## src/rtl/hazard_exception_ctrl_if.sv

```systemverilog
// Pipeline <-> sequencer bundle for the 5-stage 8-bit MIPS core.
// The pipeline side (master) reports hazard/exception sources and receives
// the steering controls; the sequencer side (slave) does the reverse.
interface hazard_exception_ctrl_if;
    // Hazard and exception sources from the pipeline
    logic       IDEX_MemRead;
    logic [2:0] IDEX_RegisterRt;
    logic [2:0] IFID_RegisterRs;
    logic [2:0] IFID_RegisterRt;
    logic [5:0] IFID_PC;
    logic [5:0] IDEX_PC;
    logic       IllegalOp;
    logic       EretID;
    logic       BranchTaken;
    logic       Overflow;

    // Steering controls and exception state back to the pipeline
    logic       PCWrite;
    logic       IFID_Write;
    logic       IFID_Flush;
    logic       IDEX_Flush;
    logic       EXMEM_Flush;
    logic [1:0] PCSel;
    logic [2:0] ExceptionCause;
    logic [5:0] ExceptionPC;
    logic       ExcPending;
    logic [7:0] StallCount;

    modport master (
        output IDEX_MemRead, IDEX_RegisterRt, IFID_RegisterRs, IFID_RegisterRt,
               IFID_PC, IDEX_PC, IllegalOp, EretID, BranchTaken, Overflow,
        input  PCWrite, IFID_Write, IFID_Flush, IDEX_Flush, EXMEM_Flush, PCSel,
               ExceptionCause, ExceptionPC, ExcPending, StallCount
    );

    modport slave (
        input  IDEX_MemRead, IDEX_RegisterRt, IFID_RegisterRs, IFID_RegisterRt,
               IFID_PC, IDEX_PC, IllegalOp, EretID, BranchTaken, Overflow,
        output PCWrite, IFID_Write, IFID_Flush, IDEX_Flush, EXMEM_Flush, PCSel,
               ExceptionCause, ExceptionPC, ExcPending, StallCount
    );
endinterface

```

## src/rtl/hazard_exception_ctrl.sv

```systemverilog
// Central pipeline sequencer: load-use stalls, taken-branch squash and the
// precise-exception entry/return sequence. Steering outputs are combinational
// from inputs and state; cause, EPC and the stall counter are registered.
module hazard_exception_ctrl #(
    parameter logic [5:0] HANDLER_ADDR = 6'd60,
    parameter logic [2:0] CAUSE_OVF    = 3'b001,
    parameter logic [2:0] CAUSE_ILL    = 3'b010,
    parameter logic [2:0] CAUSE_DBL    = 3'b111
) (
    input  logic                     clk,
    input  logic                     rst,
    hazard_exception_ctrl_if.slave   bus
);

    // The datapath muxes HANDLER_ADDR in on PCSel=10; a handler at 0 would
    // alias the reset vector and make entry indistinguishable from reset.
    if (HANDLER_ADDR == 6'd0) begin : g_bad_handler
        $error("HANDLER_ADDR must not alias the reset vector");
    end

    typedef enum logic [1:0] {
        ST_RUN     = 2'd0,
        ST_PENDING = 2'd1,
        ST_RETURN  = 2'd2
    } state_t;

    localparam logic [1:0] SEL_SEQ     = 2'b00;
    localparam logic [1:0] SEL_BRANCH  = 2'b01;
    localparam logic [1:0] SEL_HANDLER = 2'b10;
    localparam logic [1:0] SEL_EPC     = 2'b11;

    state_t     state_r;
    state_t     state_nxt_s;
    logic [2:0] cause_r;
    logic [2:0] cause_nxt_s;
    logic [5:0] epc_r;
    logic [5:0] epc_nxt_s;
    logic [7:0] stall_cnt_r;
    logic       stall_inc_s;
    logic       load_use_s;

    logic       pc_write_s;
    logic       ifid_write_s;
    logic       ifid_flush_s;
    logic       idex_flush_s;
    logic       exmem_flush_s;
    logic [1:0] pc_sel_s;

    // Load-use hit: a load in EX writes a register the instruction in ID reads (r0 never hazards)
    always_comb begin
        load_use_s = 1'b0;
        if (bus.IDEX_MemRead && (bus.IDEX_RegisterRt != 3'd0) &&
            ((bus.IDEX_RegisterRt == bus.IFID_RegisterRs) ||
             (bus.IDEX_RegisterRt == bus.IFID_RegisterRt))) begin
            load_use_s = 1'b1;
        end else begin
            load_use_s = 1'b0;
        end
    end

    // Prioritised event decode: steering outputs plus next state / cause / EPC
    always_comb begin
        pc_write_s    = 1'b1;
        ifid_write_s  = 1'b1;
        ifid_flush_s  = 1'b0;
        idex_flush_s  = 1'b0;
        exmem_flush_s = 1'b0;
        pc_sel_s      = SEL_SEQ;
        state_nxt_s   = state_r;
        cause_nxt_s   = cause_r;
        epc_nxt_s     = epc_r;
        stall_inc_s   = 1'b0;

        if (rst) begin
            // Hold the front end frozen and every stage drained while in reset
            pc_write_s    = 1'b0;
            ifid_write_s  = 1'b0;
            ifid_flush_s  = 1'b1;
            idex_flush_s  = 1'b1;
            exmem_flush_s = 1'b1;
            pc_sel_s      = SEL_SEQ;
            state_nxt_s   = ST_RUN;
        end else if (bus.Overflow) begin
            // Oldest faulting instruction is in EX: also kill its EX/MEM write
            ifid_flush_s  = 1'b1;
            idex_flush_s  = 1'b1;
            exmem_flush_s = 1'b1;
            pc_sel_s      = SEL_HANDLER;
            state_nxt_s   = ST_PENDING;
            if (state_r == ST_PENDING) begin
                cause_nxt_s = CAUSE_DBL;
            end else begin
                cause_nxt_s = CAUSE_OVF;
                epc_nxt_s   = bus.IDEX_PC;
            end
        end else if (bus.IllegalOp) begin
            ifid_flush_s  = 1'b1;
            idex_flush_s  = 1'b1;
            pc_sel_s      = SEL_HANDLER;
            state_nxt_s   = ST_PENDING;
            if (state_r == ST_PENDING) begin
                cause_nxt_s = CAUSE_DBL;
            end else begin
                cause_nxt_s = CAUSE_ILL;
                epc_nxt_s   = bus.IFID_PC;
            end
        end else if (state_r == ST_RETURN) begin
            // Single return cycle: refetch from EPC, drop the younger wrong-path work
            ifid_flush_s  = 1'b1;
            idex_flush_s  = 1'b1;
            pc_sel_s      = SEL_EPC;
            cause_nxt_s   = 3'd0;
            state_nxt_s   = ST_RUN;
        end else if (bus.BranchTaken) begin
            ifid_flush_s  = 1'b1;
            idex_flush_s  = 1'b1;
            pc_sel_s      = SEL_BRANCH;
        end else if (bus.EretID && (state_r == ST_PENDING)) begin
            state_nxt_s   = ST_RETURN;
        end else if (load_use_s) begin
            pc_write_s    = 1'b0;
            ifid_write_s  = 1'b0;
            idex_flush_s  = 1'b1;
            stall_inc_s   = 1'b1;
        end else begin
            state_nxt_s   = state_r;
        end
    end

    // Sequencer state register
    always_ff @(posedge clk or posedge rst) begin
        if (rst) begin
            state_r <= ST_RUN;
        end else begin
            case (state_nxt_s)
                ST_RUN, ST_PENDING, ST_RETURN: state_r <= state_nxt_s;
                default:                       state_r <= ST_RUN;
            endcase
        end
    end

    // Latched exception cause and EPC
    always_ff @(posedge clk or posedge rst) begin
        if (rst) begin
            cause_r <= 3'd0;
            epc_r   <= 6'd0;
        end else begin
            cause_r <= cause_nxt_s;
            epc_r   <= epc_nxt_s;
        end
    end

    // Saturating load-use stall counter
    always_ff @(posedge clk or posedge rst) begin
        if (rst) begin
            stall_cnt_r <= 8'd0;
        end else if (stall_inc_s && (stall_cnt_r != 8'hFF)) begin
            stall_cnt_r <= stall_cnt_r + 8'd1;
        end else begin
            stall_cnt_r <= stall_cnt_r;
        end
    end

    assign bus.PCWrite        = pc_write_s;
    assign bus.IFID_Write     = ifid_write_s;
    assign bus.IFID_Flush     = ifid_flush_s;
    assign bus.IDEX_Flush     = idex_flush_s;
    assign bus.EXMEM_Flush    = exmem_flush_s;
    assign bus.PCSel          = pc_sel_s;
    assign bus.ExceptionCause = cause_r;
    assign bus.ExceptionPC    = epc_r;
    assign bus.ExcPending     = (state_r == ST_PENDING);
    assign bus.StallCount     = stall_cnt_r;

endmodule
```

## src/flat_wrapper.sv

```systemverilog
// flat-port wrapper written by rule: the top's interface ports become plain ports
module hazard_exception_ctrl_flat 
#(
    parameter logic [5:0] HANDLER_ADDR = 6'd60,
    parameter logic [2:0] CAUSE_OVF    = 3'b001,
    parameter logic [2:0] CAUSE_ILL    = 3'b010,
    parameter logic [2:0] CAUSE_DBL    = 3'b111
)
  (clk, rst, bus_IDEX_MemRead, bus_IDEX_RegisterRt, bus_IFID_RegisterRs, bus_IFID_RegisterRt, bus_IFID_PC, bus_IDEX_PC, bus_IllegalOp, bus_EretID, bus_BranchTaken, bus_Overflow, bus_PCWrite, bus_IFID_Write, bus_IFID_Flush, bus_IDEX_Flush, bus_EXMEM_Flush, bus_PCSel, bus_ExceptionCause, bus_ExceptionPC, bus_ExcPending, bus_StallCount);
  hazard_exception_ctrl_if bus_i ();
  input  logic clk;
  input  logic rst;
  input wire logic [$bits(bus_i.IDEX_MemRead)-1:0] bus_IDEX_MemRead;
  input wire logic [$bits(bus_i.IDEX_RegisterRt)-1:0] bus_IDEX_RegisterRt;
  input wire logic [$bits(bus_i.IFID_RegisterRs)-1:0] bus_IFID_RegisterRs;
  input wire logic [$bits(bus_i.IFID_RegisterRt)-1:0] bus_IFID_RegisterRt;
  input wire logic [$bits(bus_i.IFID_PC)-1:0] bus_IFID_PC;
  input wire logic [$bits(bus_i.IDEX_PC)-1:0] bus_IDEX_PC;
  input wire logic [$bits(bus_i.IllegalOp)-1:0] bus_IllegalOp;
  input wire logic [$bits(bus_i.EretID)-1:0] bus_EretID;
  input wire logic [$bits(bus_i.BranchTaken)-1:0] bus_BranchTaken;
  input wire logic [$bits(bus_i.Overflow)-1:0] bus_Overflow;
  output wire logic [$bits(bus_i.PCWrite)-1:0] bus_PCWrite;
  output wire logic [$bits(bus_i.IFID_Write)-1:0] bus_IFID_Write;
  output wire logic [$bits(bus_i.IFID_Flush)-1:0] bus_IFID_Flush;
  output wire logic [$bits(bus_i.IDEX_Flush)-1:0] bus_IDEX_Flush;
  output wire logic [$bits(bus_i.EXMEM_Flush)-1:0] bus_EXMEM_Flush;
  output wire logic [$bits(bus_i.PCSel)-1:0] bus_PCSel;
  output wire logic [$bits(bus_i.ExceptionCause)-1:0] bus_ExceptionCause;
  output wire logic [$bits(bus_i.ExceptionPC)-1:0] bus_ExceptionPC;
  output wire logic [$bits(bus_i.ExcPending)-1:0] bus_ExcPending;
  output wire logic [$bits(bus_i.StallCount)-1:0] bus_StallCount;
  assign bus_i.IDEX_MemRead = bus_IDEX_MemRead;
  assign bus_i.IDEX_RegisterRt = bus_IDEX_RegisterRt;
  assign bus_i.IFID_RegisterRs = bus_IFID_RegisterRs;
  assign bus_i.IFID_RegisterRt = bus_IFID_RegisterRt;
  assign bus_i.IFID_PC = bus_IFID_PC;
  assign bus_i.IDEX_PC = bus_IDEX_PC;
  assign bus_i.IllegalOp = bus_IllegalOp;
  assign bus_i.EretID = bus_EretID;
  assign bus_i.BranchTaken = bus_BranchTaken;
  assign bus_i.Overflow = bus_Overflow;
  assign bus_PCWrite = bus_i.PCWrite;
  assign bus_IFID_Write = bus_i.IFID_Write;
  assign bus_IFID_Flush = bus_i.IFID_Flush;
  assign bus_IDEX_Flush = bus_i.IDEX_Flush;
  assign bus_EXMEM_Flush = bus_i.EXMEM_Flush;
  assign bus_PCSel = bus_i.PCSel;
  assign bus_ExceptionCause = bus_i.ExceptionCause;
  assign bus_ExceptionPC = bus_i.ExceptionPC;
  assign bus_ExcPending = bus_i.ExcPending;
  assign bus_StallCount = bus_i.StallCount;
  hazard_exception_ctrl #(.HANDLER_ADDR(HANDLER_ADDR), .CAUSE_OVF(CAUSE_OVF), .CAUSE_ILL(CAUSE_ILL), .CAUSE_DBL(CAUSE_DBL)) u_core (.clk(clk), .rst(rst), .bus(bus_i));
endmodule
```

## config.mk

```make
export PLATFORM = sky130hd
export DESIGN_NAME = hazard_exception_ctrl_flat
export DESIGN_NICKNAME = d
export VERILOG_FILES = /design/src/rtl/hazard_exception_ctrl_if.sv /design/src/rtl/hazard_exception_ctrl.sv /design/src/flat_wrapper.sv
export SDC_FILE = /design/constraint.sdc
export NUM_CORES = 1
export LEC_CHECK = 0
export BUFFER_PORTS_ARGS = -buffer_cell sky130_fd_sc_hd__buf_4
export CAP_MARGIN = 10
export CORE_AREA = 10 10 61 63
export CTS_CLUSTER_DIAMETER = 100
export DETAILED_ROUTE_END_ITERATION = 7
export DIE_AREA = 0 0 71 73
export PLACE_DENSITY = 0.76
export SLEW_MARGIN = 10
export SYNTH_ARGS = -nofsm -noshare
export SYNTH_HDL_FRONTEND = slang
export SYNTH_SLANG_ARGS = --single-unit
```

## constraint.sdc

```tcl
create_clock -name clk -period 1.7 [get_ports clk]
set_input_delay 0.34 -clock clk [delete_from_list [all_inputs] [get_ports clk]]
set_output_delay 0.34 -clock clk [all_outputs]
set_load 0.03 [all_outputs]
```

### After elaboration in Yosys (flattened, before gate mapping)

Cells that the tools add are included.

* memory bits (read-only): 0
* logic and storage cells: 74
* output and inout port bits: 25
* memories: 0
* register bits: 19
* input port bits: 28
* RAM bits: 0
* latch bits: 0

* $lt $le $gt $ge: 0
* equality and inequality tests: 7
* reduce and logical (&&, ||, !) cells: 12
* bitwise gates (word level): 2
* shifts and indexed selects: 0
* mux-type cells: 48
* multiply operators: 0
* add/sub/neg operators: 1
* div/mod/pow operators: 0

Operator list (count)
* $mux 1: 28
* $mux 6: 4
* $mux 2: 11
* $mux 3: 5
* $add 8x1->8 const B: 1
* $ne 8x8->1 const B: 1
* $eq 3x3->1: 2
* $reduce_bool 3->1: 2
* $eq 2x1->1 const B: 2
* $eq 2x2->1 const B: 2
* $logic_and 1x1->1: 4
* $reduce_and 3->1: 1
* $reduce_or 3->1: 1
* $logic_not 2->1: 1
* $not 1->1: 2
* $reduce_and 2->1: 1
* $reduce_bool 2->1: 1
* $logic_or 1x1->1: 1

### Longest topological paths before layout

Gate-level depths: netlist (run 1).

* word-level depth: 12
* depth in mapped cells: 6
* mapped depth without buffers: 5

### Worst setup path before layout (run 1)

Ideal clock, no wire load.

* kind: reg-to-output
* start point: register u_core.state_r[1]
* end point: output port bus_PCWrite
* data required time: 1360 ps
* slack: -870 ps
* path buffers: 1
* cell stages (with the launch flop): 6
* arrival: 2230 ps
* path through: dfrtp_1 nor2b_1 a21oi_1 o211a_1 a31oi_1 buf_4

* word-level cells in the longest chain between the ends: 8
* elaborated cells on any way between the ends: 9
* classes of those cells: 2 x eq/ne; 6 x mux; 1 x reduce/logical

Ends and longest elaborated chain
* from (decl): line hazard_exception_ctrl.sv:32 `state_t state_r;`
* from (signal assigned): line hazard_exception_ctrl.sv:136 `ST_RUN, ST_PENDING, ST_RETURN: state_r <= state_nxt_s;`
* $eq 2x1->1
* via bus_ExcPending: line flat_wrapper.sv:31 `output wire logic [$bits(bus_i.ExcPending)-1:0] bus_ExcPending;`
* $logic_and 1x1->1: line hazard_exception_ctrl.sv:118 `end else if (bus.EretID && (state_r == ST_PENDING)) begin`
* $mux 1: line hazard_exception_ctrl.sv:118
* $mux 1: line hazard_exception_ctrl.sv:114 `end else if (bus.BranchTaken) begin`
* $mux 1: line hazard_exception_ctrl.sv:107 `end else if (state_r == ST_RETURN) begin`
* $mux 1: line hazard_exception_ctrl.sv:96 `end else if (bus.IllegalOp) begin`
* $mux 1: line hazard_exception_ctrl.sv:83 `end else if (bus.Overflow) begin`
* $mux 1: line hazard_exception_ctrl.sv:74 `if (rst) begin`
* to (decl): line flat_wrapper.sv:23 `output wire logic [$bits(bus_i.PCWrite)-1:0] bus_PCWrite;`

The timed path passes the listed nets, and every way through them passes these cells.

### Final worst setup path (run 1)

* start point: register u_core.state_r[1]
* end point: output port bus_PCWrite

* word-level cells in the longest chain between the ends: 8
* elaborated cells on any way between the ends: 9
* classes of those cells: 2 x eq/ne; 6 x mux; 1 x reduce/logical

Ends and longest elaborated chain (line)
* $eq 2x1->1: hazard_exception_ctrl.sv:118
* $logic_and 1x1->1: hazard_exception_ctrl.sv:118
* $mux 1: hazard_exception_ctrl.sv:118
* $mux 1: hazard_exception_ctrl.sv:114
* $mux 1 *: hazard_exception_ctrl.sv:107
* $mux 1 *: hazard_exception_ctrl.sv:96
* $mux 1 *: hazard_exception_ctrl.sv:83
* $mux 1 *: hazard_exception_ctrl.sv:74

Every way passes the cells marked *; elsewhere a longest branch is shown, timed or not.

==> qor.csv, run 1 <==
stage,metric,value,unit
global_route,gr-usage-met3,3.81,%
setup_path,startpoint_type,register,
pwr,max-vdd-ir-drop,0.000569,V
route,drt-wirelength-per-cell,15.7,um
die,die_y,73,um
timing,setup_viol,11,
finish,layout_commonest_cell,buf_4,
clocking,cts_root_buf,clkbuf_4,
clocking,numCtsBuffers,3,
route,drcViolationCount,0,
logic_synthesis,synth_warnings,0,
clocking,cts-htree-levels,1,
route,ant_nets,0,
setup_path,arrival,1.56,ns
global_route,antenna_found_initial,0,
route,vias_per_cell,5.05,
timing,worst_pin_slew,0.442,ns
logic_synthesis,yosys.area_share.adder,1.13,%
pwr,p_per_area,682,nW/um2
logic_synthesis,syn_nets,134,
global_route,grt_pass1_vias,1121,
die,coreArea,2620,um2
clocking,ctsLongestPathBuffers,2,
clocking,insertion_delay,0.30,ns
logic_synthesis,syn_inst,105,
flow_run,maxCapViolCount,0,
place,portBuffers,52,
global_route,top_usage_layer,met2,
finish,final_cell_mix,"buf_4, dfrtp_1, buf_6",
timing,finalWorstSetupSlack,-0.202,ns
logic_synthesis,synth_xor_xnor_area_share,10.3,%
route,drt-pass1-iter-count,4,
setup_path,cp-end-kind,output pin,
timing,maxSlewHeadroom,70.4,%
global_route,grt_pass1_wl,5.31,mm
timing,period_needed,1.90,ns
status,status,finished with violations,
place,dp_hpwl,2.59,mm
die,die_area,5180,um2
timing,drv_slew,0,
timing,rsz0062_at_grt,yes,
status,violations,setup timing,
logic_synthesis,synth_compound_area_share,11.2,%
clocking,clock_sinks,19,
die,initial_core_util,42.2,%
route,routed_wl,3.23,mm
logic_synthesis,synth.area.mux_share,9.52,%
die,die_w,71,um
finish,fin_cells,206,
finish,syn_to_final_growth,62.0,%
logic_synthesis,synth_top_family_by_area,simple AND/OR/NAND/NOR gates,
finish,antenna_cells,0,
route,vias,1041,
logic_synthesis,synthesis.area,1100,um2
global_route,grt_use_met2,22.1,%
place,dp_cells,195,
logic_synthesis,synth_cell_types,34,
timing,setup_tns,-1.12,ns
global_route,use_met1,13.5,%
logic_synthesis,ys_seq_area_share,43.1,%
die,io_pins,53,
timing,finalHoldViolations,0,
place,gp_congestion,0.754,
timing,max_freq,526,MHz
logic_synthesis,synth_seq_cells,19,
logic_synthesis,synth-simple-area-share,19.8,%
setup_path,crit_required,1.36,ns
logic_synthesis,postSynthAreaPerCell,10.5,um2
setup_path,critPathMaxFanout,3,
route,drt-initial-drc-count,13,
global_route,grt_use_total,12.3,%
die,std_cell_rows,19,
hold_path,hold_path_class,input port to asynchronous set/reset pin,
setup_path,criticalPathCategory,register to output pin,
timing,fin_skew,0.00552,ns
finish,num-nets-final,205,
finish,final_layout_size_suffix_gt1_share,54.9,%
global_route,grt_max_degree,20,
timing,finalCritPeriodShare,112,%
clocking,path_clk_slew,0.12,ns
clocking,cts_tree,built,
global_route,gr-total-overflow,0,
pwr,p_leak,0.892,nW
-- worst max-delay path, stage by stage (launching register included) --
cell and delay (ns):
dfrtp_1 0.44, or2b_4 0.30, and2_4 0.18, a31oi_4 0.17, buf_6 0.16
-- report_power, final --
group | switching [mW] | internal [mW]
combinational | 0.247 | 0.202
clock | 0.148 | 0.0895
sequential | 0.0342 | 0.498
total | 0.430 | 0.790
-- registers in the layout, summed over array words and instances (netlist names) --
signal                     flops
u_core.bus.StallCount          8
u_core.bus.ExceptionCause      3
u_core.state_r                 2
u_core.bus.ExceptionPC         6
-- Yosys cell counts --
cell type | n | area share (%)
dfrtp_1 | 19 | 43
a21oi_1 | 11 | 5.0
mux2i_1 | 9 | 8.2
nor2_1 | 8 | 2.7
xor2_1 | 7 | 5.6
xnor2_1 | 6 | 4.8
inv_1 | 5 | 1.7
nor3_1 | 5 | 2.3
and3_1 | 3 | 1.7
nand3_1 | 3 | 1.4
nor2b_1 | 3 | 1.7
buf_6 | 2 | 2.0
nand4_1 | 2 | 1.1
o21ai_0 | 2 | 0.91
a31oi_1 | 1 | 0.57
a41oi_4 | 1 | 2.5
and2_1 | 1 | 0.57
and2_2 | 1 | 0.68
and3_2 | 1 | 0.68
and4_1 | 1 | 0.79
and4_2 | 1 | 0.91
buf_2 | 1 | 0.45
buf_4 | 1 | 0.68
ha_1 | 1 | 1.1
mux2_4 | 1 | 1.4
nand2_1 | 1 | 0.34
nand2_2 | 1 | 0.57
nand3_4 | 1 | 1.6
nor3_4 | 1 | 1.5
o211a_1 | 1 | 0.91
o221ai_1 | 1 | 0.79
o22ai_1 | 1 | 0.57
or2_2 | 1 | 0.57
or2b_2 | 1 | 0.79
-- final cells by class --
| type | count | area, um2 |
|---|---|---|
| Fill cell | 211 | 827 |
| Multi-Input combinational cell | 77 | 652 |
| Timing Repair Buffer | 70 | 567 |
| Sequential cell | 19 | 478 |
| Tap cell | 31 | 38.8 |
| Clock buffer | 3 | 22.5 |
| Inverter | 5 | 22.5 |
| Clock inverter | 1 | 7.51 |
-- per-stage QoR --
| stage | total power, mW | hold WS (ns) | worst slack, ns | cell area (um2) | util (%) |
|---|---|---|---|---|---|
| 3_3_place_gp | 0.946 | 0.467 | -0.0273 | 1620 | 62.1 |
| 6_report | 1.22 | 0.166 | -0.202 | 1790 | 68.4 |
| 3_5_place_dp | 0.963 | 0.479 | -0.109 | 1620 | 62.1 |
| 5_1_grt | 1.29 | 0.177 | -0.269 | 1790 | 68.4 |
| 2_1_floorplan | 0.777 | 0.340 | -0.130 | 1150 | - |
| 4_1_cts | 1.21 | 0.161 | -0.191 | 1710 | 65.4 |
-- cells by family after synthesis --
family                     Yosys count
buffers and inverters                9
and+or+nand+nor                     35
muxes                               10
adders and majority gates            1
xor gates and xnor gates            13
DFF                                 19
AOI/OAI and AO/OA                   18
-- final timing paths --
kind	from	to	slack, ns	depth (start not counted)
min in group clk	bus_IFID_PC[1]	u_core.bus.ExceptionPC[1]$_DFFE_PP0P_	0.34	3
worst min register to register	u_core.bus.StallCount[4]$_DFFE_PP0P_	u_core.bus.StallCount[4]$_DFFE_PP0P_	0.49	1
max in group asynchronous	rst	u_core.bus.StallCount[4]$_DFFE_PP0P_	1.32	3
worst max register to register	u_core.state_r[1]$_DFF_PP0_	u_core.bus.StallCount[7]$_DFFE_PP0P_	-0.05	8
worst max-delay path	u_core.state_r[1]$_DFF_PP0_	bus_PCWrite	-0.20	4
worst min-delay path	rst	u_core.bus.ExceptionCause[0]$_DFFE_PP0P_	0.17	3
-- layer usage --
layer | vias up | part of all wire [%]
met5 | - | 0
met4 | 0 | 0.96
met3 | 4 | 6.7
met2 | 36 | 52
met1 | 492 | 41
li1 | 509 | -
-- what timing repair did --
item | in CTS | in global routing
setup endpoints to repair | 13 | 9
gates resized for setup | 13 | 8
pin swaps | 4 | 4
hold buffers | 0 | 0
setup buffers | 2 | 5
No activity file was read; power rests on OpenSTA's default activity.
==> run 2: changes to the inputs <==
==> constraint.sdc (replaced) <==
create_clock -name clk -period 1.7 [get_ports clk]
set_input_delay 0.17 -clock clk [delete_from_list [all_inputs] [get_ports clk]]
set_output_delay 0.17 -clock clk [all_outputs]
set_load 0.03 [all_outputs]
==> run 2 against run 1 <==
Net effect:
- the run still ends with setup timing left
- fmax is 11% higher
- sequential share of layout area rose by 1.9 points
- die area did not move
- clock power fell by 5%
- sequential power hardly changed
- via count shrank 3.4%
- clock-buffer cell count increased by 1
- largest cell class unchanged
==> qor.csv, run 2 (synthesized netlist as in run 1, its figures left out) <==
stage,metric,value,unit
pwr,p_per_area,706,nW/um2
timing,maxSlewHeadroom,78.1,%
place,dpl_worst_slack,0.0235,ns
setup_path,path_cells,or2b_4 > and2_4 > a31oi_4 > buf_6,
timing,rsz0062_at_grt,yes,
die,die_y,73,um
die,coreArea,2620,um2
pwr,p_int,777,uW
route,ant_nets,0,
clocking,cts_tree,built,
timing,max_freq,586,MHz
route,drt-wirelength-per-cell,15.4,um
timing,hold_ws,0.128,ns
global_route,gr-usage-met3,3.81,%
finish,antenna_cells,0,
finish,final_cell_mix,"buf_4, dfrtp_1, a21oi_1",
place,placed_cell_area,1560,um2
place,dp_hpwl,2.44,mm
clocking,cts_root_buf,clkbuf_4,
setup_path,arrival,1.54,ns
global_route,grt_pass1_wl,4.87,mm
setup_path,startpoint_type,register,
global_route,grt_pass1_vias,1026,
timing,worst_pin_slew,0.328,ns
global_route,grt_use_total,11.4,%
finish,largest_register_ffs,8,
setup_path,critPathBufInv,1,
pwr,pwr-share-seq,44.7,%
clocking,clock_sinks,19,
pwr,max-vdd-ir-drop,0.000421,V
timing,finalCritPeriodShare,100,%
timing,setup_viol,3,
die,die_w,71,um
global_route,grt_use_met2,18.7,%
route,routed_wl,3.04,mm
global_route,antenna_found_initial,0,
timing,finalWorstSetupSlack,-0.00712,ns
finish,final_layout_size_suffix_gt1_share,49.7,%
route,drt-initial-drc-count,22,
setup_path,r2r_slack,0.10,ns
finish,num-nets-final,197,
clocking,ctsLongestPathBuffers,2,
route,vias_per_cell,5.08,
place,portBuffers,52,
pwr,swShare,34.3,%
pwr,power_switching,405,uW
finish,stdcell_area,1670,um2
die,die_area,5180,um2
die,std_cell_rows,19,
route,vias,1006,
global_route,grt_max_degree,20,
finish,layout_commonest_cell,buf_4,
die,io_pins,53,
timing,drv_slew,0,
global_route,use_met1,13.1,%
status,status,finished with violations,
setup_path,slowest_stage,dfrtp_2,
timing,period_needed,1.71,ns
setup_path,critPathMaxFanout,3,
timing,fin_skew,0.00372,ns
route,drcViolationCount,0,
status,violations,setup timing,
flow_run,maxCapViolCount,0,
pwr,p_clk_share,19.2,%
setup_path,max_stage_delay,0.41,ns
pwr,p_comb_share,36.1,%
setup_path,criticalPathCategory,register to output pin,
pwr,p_leak,0.823,nW
hold_path,hold_path_class,input port to register,
setup_path,critPathTopFamily,simple AND/OR/NAND/NOR gates,
place,gp_congestion,0.818,
route,drt-pass1-iter-count,4,
finish,syn_to_final_growth,51.7,%
setup_path,cp-end-kind,output pin,
clocking,numCtsBuffers,3,
global_route,top_usage_layer,met2,
die,initial_core_util,42.2,%
timing,finalHoldViolations,0,
clocking,cts-htree-levels,1,
clocking,insertion_delay,0.29,ns
finish,n_fill_cell,216,
setup_path,crit_required,1.53,ns
global_route,gr-total-overflow,0,
clocking,path_clk_slew,0.11,ns
[run 2: changes by cell type in the layout (fill, tap and decap cells not counted), sizes merged]
cell         delta
inv             +1
buf             -9
clkinvlp        -2
clkbuf          +1
dlygate4sd3     +1
[run 2: power by group through the flow]
stage	Sequential [mW]	Clock [mW]	Combinational [mW]
2_1_floorplan	0.626	0	0.148
3_3_place_gp	0.537	0	0.402
3_5_place_dp	0.539	0	0.414
4_1_cts	0.529	0.234	0.428
5_1_grt	0.534	0.254	0.461
6_report	0.529	0.227	0.427
[run 2: routing by layer]
layer  vias to the layer above  wire [um]
li1                        489          -
met1                       472       1300
met2                        43       1490
met3                         2        232
met4                         0         28
met5                         -          0
[run 2: cell type report]
type / count / area [um2] / share of cell area, %
clock buffers: 4 / 26.3 / 1.57
inverters: 5 / 18.8 / 1.12
multi-input cells: 77 / 628 / 37.5
flip-flops and latches: 19 / 479 / 28.6
well taps: 31 / 38.8 / 2.32
repair buffers: 62 / 483 / 28.8
[run 2: worst paths after layout]
kind / from / endpoint / cells after the start
max: u_core.state_r[1]$_DFF_PP0_ / bus_IFID_Write / 4
min: rst / u_core.state_r[0]$_DFF_PP0_ / 2
max reg2reg: u_core.bus.StallCount[4]$_DFFE_PP0P_ / u_core.bus.StallCount[1]$_DFFE_PP0P_ / 5
min reg2reg: u_core.bus.StallCount[4]$_DFFE_PP0P_ / u_core.bus.StallCount[4]$_DFFE_PP0P_ / 1
max in group asynchronous: rst / u_core.bus.StallCount[4]$_DFFE_PP0P_ / 4
min in group asynchronous: rst / u_core.state_r[0]$_DFF_PP0_ / 4
[run 2: through the flow]
stage	setup TNS [ns]	std cells	total power [mW]	utilization, %
floorplan	-0.0250	105	0.774	-
finish	-0.0160	198	1.18	64.0
CTS	-0.0159	196	1.19	63.0
global route	-0.248	198	1.25	64.0
global placement	0	188	0.939	59.8
detailed placement	0	188	0.953	59.8
[run 2: what timing repair did]
action	4_1_cts	5_1_grt
hold buffers	1	0
pin swaps	1	4
endpoints found under the hold margin	19	0
setup endpoints to repair	5	7
resized for setup	9	3
buffers inserted	3	2
==> run 3: changes to the inputs <==
- ABC_CLOCK_PERIOD_IN_PS: default -> 2000
- CORE_AREA: 10 10 61 63 -> 10 10 59 61
- DIE_AREA: 0 0 71 73 -> 0 0 69 71
- PLACE_DENSITY: 0.76 -> 0.81
- clock period: 1.7 -> 2 ns (I/O delays scaled with it)
==> run 3 against run 2 <==
Net effect:
- the run now ends clean
- core utilization rose by 2.3 points
- routed wire length down 4.0%
- clock-buffer cell count down 1
- critical path depth unchanged
- highest routed layer unchanged
==> qor.csv, run 3 (synthesized netlist as in run 1, its figures left out) <==
stage,metric,value,unit
finish,ff_latch_area,475,um2
pwr,p_total,996,uW
place,dp_cells,185,
setup_path,arrival,1.72,ns
clocking,path_clk_slew,0.11,ns
clocking,cts_root_buf,clkbuf_4,
clocking,ctsLongestPathBuffers,2,
hold_path,hold_path_class,input port to register,
setup_path,r2r_slack,0.28,ns
timing,finalHoldViolations,0,
global_route,grt_use_total,11.5,%
flow_run,maxCapViolCount,0,
route,ant_nets,0,
timing,rsz0062_at_grt,no,
timing,hold_ws,0.187,ns
clocking,cts-htree-levels,1,
route,drcViolationCount,0,
setup_path,startpoint_type,register,
route,drt-wirelength-per-cell,15.2,um
setup_path,criticalPathCategory,register to output pin,
global_route,grt_pass1_wl,4.80,mm
place,dp_hpwl,2.42,mm
finish,layout_commonest_cell,buf_4,
die,die_y,71,um
pwr,p_per_area,629,nW/um2
finish,largest_register_ffs,8,
die,io_pins,53,
route,drt-initial-drc-count,45,
timing,setup_viol,0,
global_route,grt_max_degree,20,
clocking,insertion_delay,0.31,ns
status,status,"complete, no violations",
setup_path,critPathMaxFanout,4,
finish,final_cell_mix,"buf_4, dfrtp_1, a21oi_1",
setup_path,crit_required,1.80,ns
finish,antenna_cells,0,
finish,final_layout_size_suffix_gt1_share,45.7,%
finish,multi_input_area,593,um2
global_route,grt_pass1_vias,996,
finish,fin_cells,192,
route,vias,968,
place,placed_cell_area,1530,um2
place,gp_congestion,0.776,
die,die_w,69,um
global_route,gr-total-overflow,0,
global_route,antenna_found_initial,0,
setup_path,cp-end-kind,output pin,
timing,fin_skew,0.00420,ns
timing,worst_pin_slew,0.488,ns
route,vias_per_cell,5.04,
die,std_cell_rows,18,
place,portBuffers,52,
timing,period_needed,1.92,ns
route,drt-pass1-iter-count,5,
die,die_area,4900,um2
clocking,clock_sinks,19,
finish,num-nets-final,192,
finish,n_fill_cell,204,
finish,syn_to_final_growth,43.4,%
pwr,max-vdd-ir-drop,0.000456,V
finish,final_util,66.3,%
timing,drv_slew,0,
timing,finalCritPeriodShare,96.0,%
setup_path,ff2ff_path_depth,5,
die,coreArea,2390,um2
die,initial_core_util,46.2,%
finish,stdcell_area,1580,um2
timing,maxSlewHeadroom,67.4,%
timing,max_freq,521,MHz
pwr,p_leak,0.788,nW
route,routed_wl,2.92,mm
hold_path,min_delay_path_depth,3,
clocking,numCtsBuffers,3,
clocking,cts_tree,built,
## run 3: cell types whose count changed in the layout (fill, tap and decap cells not counted), sizes merged
cell | before | now
buf | 61 | 56
clkinv | 0 | 1
clkbuf | 4 | 3
## run 3: path summary, 6_finish.rpt
check	start	to
setup / recovery	u_core.state_r[1]$_DFF_PP0_	bus_PCWrite
hold / removal	bus_IFID_PC[1]	u_core.bus.ExceptionPC[1]$_DFFE_PP0P_
setup reg to reg	u_core.bus.StallCount[4]$_DFFE_PP0P_	u_core.bus.StallCount[1]$_DFFE_PP0P_
hold reg to reg	u_core.bus.StallCount[5]$_DFFE_PP0P_	u_core.bus.StallCount[5]$_DFFE_PP0P_
max in group asynchronous	rst	u_core.bus.ExceptionCause[1]$_DFFE_PP0P_
min in group asynchronous	rst	u_core.bus.StallCount[2]$_DFFE_PP0P_
## run 3: per-layer routing
layer  part of all wire (%)  global-route usage [%]  wire length (um)  up-vias
met3                    9.2                    4.88               270        5
met5                      0                       0                 0        -
li1                       -                       -                 -      483
met1                     43                    13.5              1270      438
met2                     46                    17.8              1340       42
met4                    1.5                    5.37                43        0
## run 3: layout make-up
class	instances	share of cell area, %
Timing Repair Buffer	57	27.2
Sequential cell	19	30.0
Clock buffer	3	1.42
Inverter	5	1.19
Multi-Input combinational cell	77	37.5
Clock inverter	1	0.316
Tap cell	30	2.37
## run 3: worst max-delay path, cell delays in order, from the launching register on
cell,delay [ns]
dfrtp_1,0.44
or2b_2,0.35
and2_1,0.20
a31oi_2,0.21
buf_4,0.20
## run 3: power by group
group	switching, mW	internal (mW)
clock	0.128	0.0749
sequential	0.0268	0.423
combinational	0.195	0.149
## run 3: what timing repair did
item                                    in CTS  in global routing
endpoints found under the setup margin       3                  3
pin swaps                                    0                  0
resized for setup                            1                  1
setup buffers                                0                  2
endpoints found under the hold margin       11                  0
hold buffers                                 1                  0
## run 3: stage by stage
step,setup TNS [ns],setup slack (ns)
detailed placement,0,0.302
global placement,0,0.363
global route,0,0.0104
finish,0,0.0802
CTS,0,0.0180
floorplan,-0.00697,-0.00697
